$ cat src/rtl/zxtres_joy_pkg.sv
// Shared types, bit positions and the per-port pad decode for the ZXTres joystick reader.
package zxtres_joy_pkg;

    typedef enum logic [2:0] {
        StIdle,
        StSelSettle,
        StLoad,
        StShift,
        StUpdate
    } joy_state_e;

    // Bit positions inside a 6-bit port field {U,D,L,R,F1,F2}
    localparam int unsigned POS_U  = 5;
    localparam int unsigned POS_D  = 4;
    localparam int unsigned POS_L  = 3;
    localparam int unsigned POS_R  = 2;
    localparam int unsigned POS_F1 = 1;
    localparam int unsigned POS_F2 = 0;

    localparam int unsigned PORT0_BASE = 15;
    localparam int unsigned PORT1_BASE = 7;

    localparam int unsigned PAD_I      = 0;
    localparam int unsigned PAD_II     = 1;
    localparam int unsigned PAD_SELECT = 2;
    localparam int unsigned PAD_RUN    = 3;
    localparam int unsigned PAD_UP     = 4;
    localparam int unsigned PAD_RIGHT  = 5;
    localparam int unsigned PAD_DOWN   = 6;
    localparam int unsigned PAD_LEFT   = 7;

    typedef struct packed {
        logic       md;
        logic [7:0] pad;
    } pad_result_t;

    // h: raw field sampled with SEL high, l: raw field sampled with SEL low (both active-low).
    function automatic pad_result_t decode_port(input logic [5:0] i_h, input logic [5:0] i_l);
        pad_result_t w_res;
        logic [5:0]  w_h;
        logic [5:0]  w_l;
        w_h = ~i_h;
        w_l = ~i_l;
        w_res.md               = w_l[POS_L] & w_l[POS_R];
        w_res.pad              = '0;
        w_res.pad[PAD_I]       = w_h[POS_F1];
        w_res.pad[PAD_II]      = w_h[POS_F2];
        w_res.pad[PAD_UP]      = w_h[POS_U];
        w_res.pad[PAD_RIGHT]   = w_h[POS_R];
        w_res.pad[PAD_DOWN]    = w_h[POS_D];
        w_res.pad[PAD_LEFT]    = w_h[POS_L];
        if (w_res.md) begin
            w_res.pad[PAD_SELECT] = w_l[POS_F1];
            w_res.pad[PAD_RUN]    = w_l[POS_F2];
        end
        return w_res;
    endfunction

endpackage

$ cat src/rtl/joy_bit_timer.sv
// Half-bit prescaler: strobes once every CLK_DIV cycles, restartable to align with a new state.
module joy_bit_timer #(
    parameter int unsigned CLK_DIV = 25
) (
    input  logic i_clk,
    input  logic i_rst,
    input  logic i_restart,
    output logic o_strobe
);
    localparam int unsigned CNT_W = (CLK_DIV > 1) ? $clog2(CLK_DIV) : 1;
    localparam logic [CNT_W-1:0] CNT_LAST = CNT_W'(CLK_DIV - 1);

    logic [CNT_W-1:0] r_cnt;

    assign o_strobe = (r_cnt == CNT_LAST);

    always_ff @(posedge i_clk) begin
        if (i_rst || i_restart || o_strobe) begin
            r_cnt <= '0;
        end else begin
            r_cnt <= r_cnt + 1'b1;
        end
    end

endmodule

$ cat src/rtl/zxtres_joy_reader.sv
// Scans the ZXTres 74HC165 joystick chain twice per frame (SEL high, then low) and
// publishes both decoded pad words atomically with a one-cycle valid pulse.
module zxtres_joy_reader
    import zxtres_joy_pkg::*;
#(
    parameter int unsigned CLK_DIV  = 25,
    parameter int unsigned SCAN_DIV = 50000,
    parameter int unsigned SETTLE   = 100
) (
    input  logic       CLOCK_50,
    input  logic       RESET,
    input  logic       JOY_DATA,
    output logic       JOY_CLK,
    output logic       JOY_LOAD,
    output logic       JOY_SEL,
    output logic [7:0] joy0,
    output logic [7:0] joy1,
    output logic       joy_valid,
    output logic       md0,
    output logic       md1
);
    localparam int unsigned PHASE_LEN = SETTLE + 34 * CLK_DIV;
    localparam int unsigned SCAN_LEN  = 2 * PHASE_LEN + 1;
    localparam int unsigned SCAN_W    = (SCAN_DIV > 1) ? $clog2(SCAN_DIV) : 1;
    localparam int unsigned SETTLE_W  = (SETTLE > 1) ? $clog2(SETTLE) : 1;
    localparam logic [SCAN_W-1:0]   SCAN_LAST   = SCAN_W'(SCAN_DIV - 1);
    localparam logic [SETTLE_W-1:0] SETTLE_LAST = SETTLE_W'(SETTLE - 1);
    localparam logic [4:0]          HALF_LAST   = 5'd31;

    joy_state_e          r_state;
    joy_state_e          w_state_d;
    logic                r_phase;
    logic                w_phase_d;
    logic [SCAN_W-1:0]   r_scan_cnt;
    logic [SETTLE_W-1:0] r_settle_cnt;
    logic [4:0]          r_half;
    logic [15:0]         r_shift;
    logic [15:0]         w_shift_d;
    logic [15:0]         r_hi;
    logic                r_jclk;
    logic                r_load;
    logic                r_sel;
    logic                w_jclk_d;
    logic                w_load_d;
    logic                w_sel_d;
    logic                w_tick;
    logic                w_strobe;
    logic                w_restart;
    logic                w_sample;
    logic [7:0]          r_joy0;
    logic [7:0]          r_joy1;
    logic                r_md0;
    logic                r_md1;
    logic                r_valid;
    pad_result_t         w_p0;
    pad_result_t         w_p1;

    assign w_tick = (r_scan_cnt == SCAN_LAST);

    joy_bit_timer #(
        .CLK_DIV (CLK_DIV)
    ) u_bit_timer (
        .i_clk     (CLOCK_50),
        .i_rst     (RESET),
        .i_restart (w_restart),
        .o_strobe  (w_strobe)
    );

    always_comb begin
        w_state_d = r_state;
        w_phase_d = r_phase;
        unique case (r_state)
            StIdle: begin
                if (w_tick) begin
                    w_state_d = StSelSettle;
                    w_phase_d = 1'b0;
                end
            end
            StSelSettle: begin
                if (r_settle_cnt == SETTLE_LAST) w_state_d = StLoad;
            end
            StLoad: begin
                if (w_strobe && r_half[0]) w_state_d = StShift;
            end
            StShift: begin
                if (w_strobe && (r_half == HALF_LAST)) begin
                    if (r_phase) begin
                        w_state_d = StUpdate;
                    end else begin
                        w_state_d = StSelSettle;
                        w_phase_d = 1'b1;
                    end
                end
            end
            StUpdate: w_state_d = StIdle;
            default:  w_state_d = StIdle;
        endcase

        w_restart = (w_state_d != r_state) && ((w_state_d == StLoad) || (w_state_d == StShift));
        // Sample on the last low cycle of each bit, just before JOY_CLK rises
        w_sample  = (r_state == StShift) && w_strobe && !r_half[0];
        w_shift_d = w_sample ? {r_shift[14:0], JOY_DATA} : r_shift;

        // Pins are registered from the next state so they never glitch
        w_sel_d  = !(w_phase_d && ((w_state_d == StSelSettle) || (w_state_d == StLoad) ||
                                   (w_state_d == StShift)));
        w_load_d = (w_state_d != StLoad);
        w_jclk_d = 1'b1;
        if (w_state_d == StShift) begin
            w_jclk_d = (r_state == StShift) ? (r_jclk ^ w_strobe) : 1'b0;
        end
    end

    assign w_p0 = decode_port(r_hi[PORT0_BASE -: 6], r_shift[PORT0_BASE -: 6]);
    assign w_p1 = decode_port(r_hi[PORT1_BASE -: 6], r_shift[PORT1_BASE -: 6]);

    always_ff @(posedge CLOCK_50) begin
        if (RESET) begin
            r_state      <= StIdle;
            r_phase      <= 1'b0;
            r_scan_cnt   <= '0;
            r_settle_cnt <= '0;
            r_half       <= '0;
            r_shift      <= '0;
            r_hi         <= '0;
            r_jclk       <= 1'b1;
            r_load       <= 1'b1;
            r_sel        <= 1'b1;
            r_joy0       <= '0;
            r_joy1       <= '0;
            r_md0        <= 1'b0;
            r_md1        <= 1'b0;
            r_valid      <= 1'b0;
        end else begin
            r_state    <= w_state_d;
            r_phase    <= w_phase_d;
            r_scan_cnt <= w_tick ? '0 : r_scan_cnt + 1'b1;
            if ((r_state == StSelSettle) && (w_state_d == StSelSettle)) begin
                r_settle_cnt <= r_settle_cnt + 1'b1;
            end else begin
                r_settle_cnt <= '0;
            end
            if (w_restart) begin
                r_half <= '0;
            end else if (w_strobe) begin
                r_half <= r_half + 1'b1;
            end
            r_shift <= w_shift_d;
            if ((r_state == StShift) && (w_state_d != StShift) && !r_phase) begin
                r_hi <= w_shift_d;
            end
            r_jclk  <= w_jclk_d;
            r_load  <= w_load_d;
            r_sel   <= w_sel_d;
            r_valid <= (r_state == StUpdate);
            if (r_state == StUpdate) begin
                r_joy0 <= w_p0.pad;
                r_joy1 <= w_p1.pad;
                r_md0  <= w_p0.md;
                r_md1  <= w_p1.md;
            end
        end
    end

    always_ff @(posedge CLOCK_50) begin
        assert (SCAN_DIV > SCAN_LEN)
        else $error("SCAN_DIV must exceed the scan length");
    end

    assign JOY_CLK   = r_jclk;
    assign JOY_LOAD  = r_load;
    assign JOY_SEL   = r_sel;
    assign joy0      = r_joy0;
    assign joy1      = r_joy1;
    assign md0       = r_md0;
    assign md1       = r_md1;
    assign joy_valid = r_valid;

endmodule

$ cat config.mk
export PLATFORM = sky130hd
export DESIGN_NAME = zxtres_joy_reader
export DESIGN_NICKNAME = d
export VERILOG_FILES = /design/src/rtl/zxtres_joy_pkg.sv /design/src/rtl/joy_bit_timer.sv /design/src/rtl/zxtres_joy_reader.sv
export SDC_FILE = /design/constraint.sdc
export NUM_CORES = 1
export LEC_CHECK = 0
export CORE_ASPECT_RATIO = 0.75
export CORE_MARGIN = 2
export CORE_UTILIZATION = 30
export CTS_CLUSTER_SIZE = 24
export DETAILED_ROUTE_END_ITERATION = 7
export SETUP_SLACK_MARGIN = 0.5
export SYNTH_ARGS = -nofsm -noshare
export SYNTH_HDL_FRONTEND = slang
export SYNTH_SLANG_ARGS = --single-unit
$ cat constraint.sdc
create_clock -name CLOCK_50 -period 2.09 [get_ports CLOCK_50]
set_input_delay 0.418 -clock CLOCK_50 [delete_from_list [all_inputs] [get_ports CLOCK_50]]
set_output_delay 0.418 -clock CLOCK_50 [all_outputs]
set_load 0.02 [all_outputs]
==> reports/qor.yml <==
p_sw_frac: 0.207
overflow: 0
synth_top_area_frac: 0.511
die_h_um: 96.3
synth-edff-count: 0
synthDistinctLibCells: 40
hold_class: "input pin to register"
path_buf_inv: 0
cts.sinks: 87
synth_warnings: 0
tightest_slew_ns: 0.495
crit_family: "simple AND/OR/NAND/NOR gates"
syn_area_per_cell_sq_um: 9.33
crit_fanout: 3
fin_nets: 424
cp_data_arrival_time_ns: 2.26
cpMaxStageDelayCell: "or4b_1"
ctsHtreeMaxLevel: 3
finalCriticalPeriod_ns: 2.01
drive_above_1_share: 0.260
intPower_mw: 2.70
seq_power_share: 0.493
syn_area_sq_um: 3410
core-area_sq_um: 11000
p_leak_nw: 1.78
route.detailed.drc: 0
finalPower_mw: 3.40
synth_nets: 374
ant_nets: 0
setup_viol: 0
antenna_found_initial: 0
grt_pass1_wl_um: 13100
diodes: 0
die_w_um: 127
place_ws_ns: 0.0776
async_flop_share: 0
root_buffer: "clkbuf_16"
synth.most_common_cell: "dfxtp_1"
area_delta_synth_final_pct: 39.8
cp_cell_sequence: "or4b_1, or4_4, or4_4, o2111ai_2"
synthTopCellsByArea: "dfxtp_1, nor2_1, mux2i_1, xor2_1, a21oi_1"
gp_congestion: 0.807
synth_ff_type: "dfxtp_1"
tns_ns: 0
status: "complete, no violations"
relSlewSlack: 0.670
grtUsageTotal: 0.138
hpwl_um: 4730
seq_area_sq_um: 1760
clockBufferDepth: 2
grt_pass1_vias: 2652
numCtsBuffers: 9
yosys-top-cells-count: "dfxtp_1, nor2_1, a21oi_1, clkbuf_1"
timing.final.crit_share: 0.964
end_kind: "register"
ios: 25
setup_slack_ns: 0.0763
first_pass_iters: 4
vdd_ir_drop_max_mv: 0.376
critPathLaunchType: "register"
via_per_inst: 4.89
drt_iter0_markers: 179
wirelength_um: 7960
cts_tree: "yes"
required_ns: 2.34
finalHoldViolations: 0
power.clock.fraction: 0.482
synth-seq-cells: 87
p_per_area_nw_per_um2: 714
cp_common_cell: "or4_4"
fin_skew_ns: 0.00585
clk_latency_ns: 0.34
wl_per_cell_um: 14.2
num_vias: 2741
initial_utilization: 0.310
grt_max_degree: 47
fmax_ghz: 0.497
power_frac_comb: 0.025
die_area_sq_um: 12200
io_buffers: 24
cpPeakStageDelay_ns: 0.52
finalMaxSlewViolations: 0
n_fill_cell: 1028
multi_input_area_sq_um: 1840
yosysTopAreaCell: "dfxtp_1"
yosysSeqAreaShare: 0.511
maxCapViolations: 0
switchingPower_mw: 0.704
rsz0062_at_grt: "yes"
path_clk_slew_ns: 0.06
path_class: "register to register"
rows: 33
syn_inst: 365
[sequential cells by signal (all words and copies together) (netlist names), named ones only]
signal,count
JOY_SEL,1
md1,1
joy0,8
md0,1
r_settle_cnt,7
r_state,3
r_phase,1
r_scan_cnt,16
r_shift,12
JOY_CLK,1
u_bit_timer.r_cnt,5
r_half,5
JOY_LOAD,1
r_hi,12
joy_valid,1
joy1,8
[cell type report]
cell class	instances	area share
clock buffer	11	0.0531
timing repair buffer	62	0.137
tap	140	0.0368
multi-input combinational	247	0.386
sequential	87	0.369
clock inverter	5	0.0113
inverter	8	0.00631
[per-layer routing]
metal | track usage | wire length, um
met1 | 0.179 | 3830
met2 | 0.219 | 3660
met3 | 0.0395 | 368
met4 | 0.0549 | 105
met5 | 0 | 0
[repair_timing]
| item | in CTS | in global routing |
|---|---|---|
| gates resized for setup | 83 | 15 |
| hold buffers | 0 | 0 |
| pin swaps | 10 | 6 |
| buffers inserted | 17 | 1 |
| gates cloned | 4 | 1 |
| setup endpoints to repair | 92 | 72 |
[cells in the final DEF (no fill, tap or decap), types with 3 or more instances in the layout]
cell type      instances
xnor2_1               12
nor2_1                57
a21oi_1               13
mux2i_4               12
dfxtp_1               76
a21oi_2               10
nand2_1               17
buf_6                  5
or4_1                  5
nor3_1                 8
o21ai_1                6
a211oi_1              12
buf_16                 4
mux2i_1                6
buf_12                 3
nand4_1               10
o21ai_0                6
buf_4                 24
inv_1                  6
nand3_1                9
ha_4                   3
nor4_1                 3
dlygate4sd2_1         22
nand4b_1               3
clkinv_2               3
or3_1                  4
o21ai_2                3
xor2_1                13
dfxtp_2               10
clkbuf_16             10
and3_1                 4
[power by group through the flow]
| stage | Combinational [mW] | Clock (mW) | Sequential, mW |
|---|---|---|---|
| finish | 0.0860 | 1.64 | 1.68 |
| global route | 0.0973 | 1.75 | 1.68 |
| CTS | 0.0799 | 1.68 | 1.68 |
| detailed placement | 0.0700 | 0 | 1.72 |
| global placement | 0.0684 | 0 | 1.72 |
| floorplan | 0.0460 | 0 | 1.71 |
[kinds of logic (layout without fill, tap and decap cells)]
kind of cell             Yosys count  in the layout  share of synthesized area
AND/OR/NAND/NOR                  139            139                      0.208
buffers and inverters             31             86                     0.0353
multiplexers                      18             18                     0.0529
flip-flops                        87             87                      0.511
adder cells (fa/ha/maj)            6              6                     0.0220
AO/OA/AOI/OAI                     59             59                      0.106
XOR/XNOR                          25             25                     0.0643
[through the flow]
stage,hold slack [ns],utilization,area (sq um),instances
2_1_floorplan,0.408,-,3490,365
3_3_place_gp,0.420,0.354,3890,521
3_5_place_dp,0.422,0.354,3890,521
4_1_cts,0.323,0.426,4680,558
5_1_grt,0.323,0.434,4760,560
6_report,0.319,0.434,4760,560
[worst paths after layout]
check                            from                     to  slack [ns]  depth (start not counted)
max          r_scan_cnt[7]$_SDFF_PP0_     JOY_SEL$_SDFF_PP1_        0.08                          4
min                             RESET  r_state[1]$_SDFF_PP0_        0.32                          2
max reg2reg  r_scan_cnt[7]$_SDFF_PP0_     JOY_SEL$_SDFF_PP1_        0.08                          4
min reg2reg      r_hi[2]$_SDFFE_PP0P_   joy1[1]$_SDFFE_PP0P_        0.44                          1
No activity file was read; power rests on OpenSTA's default activity.
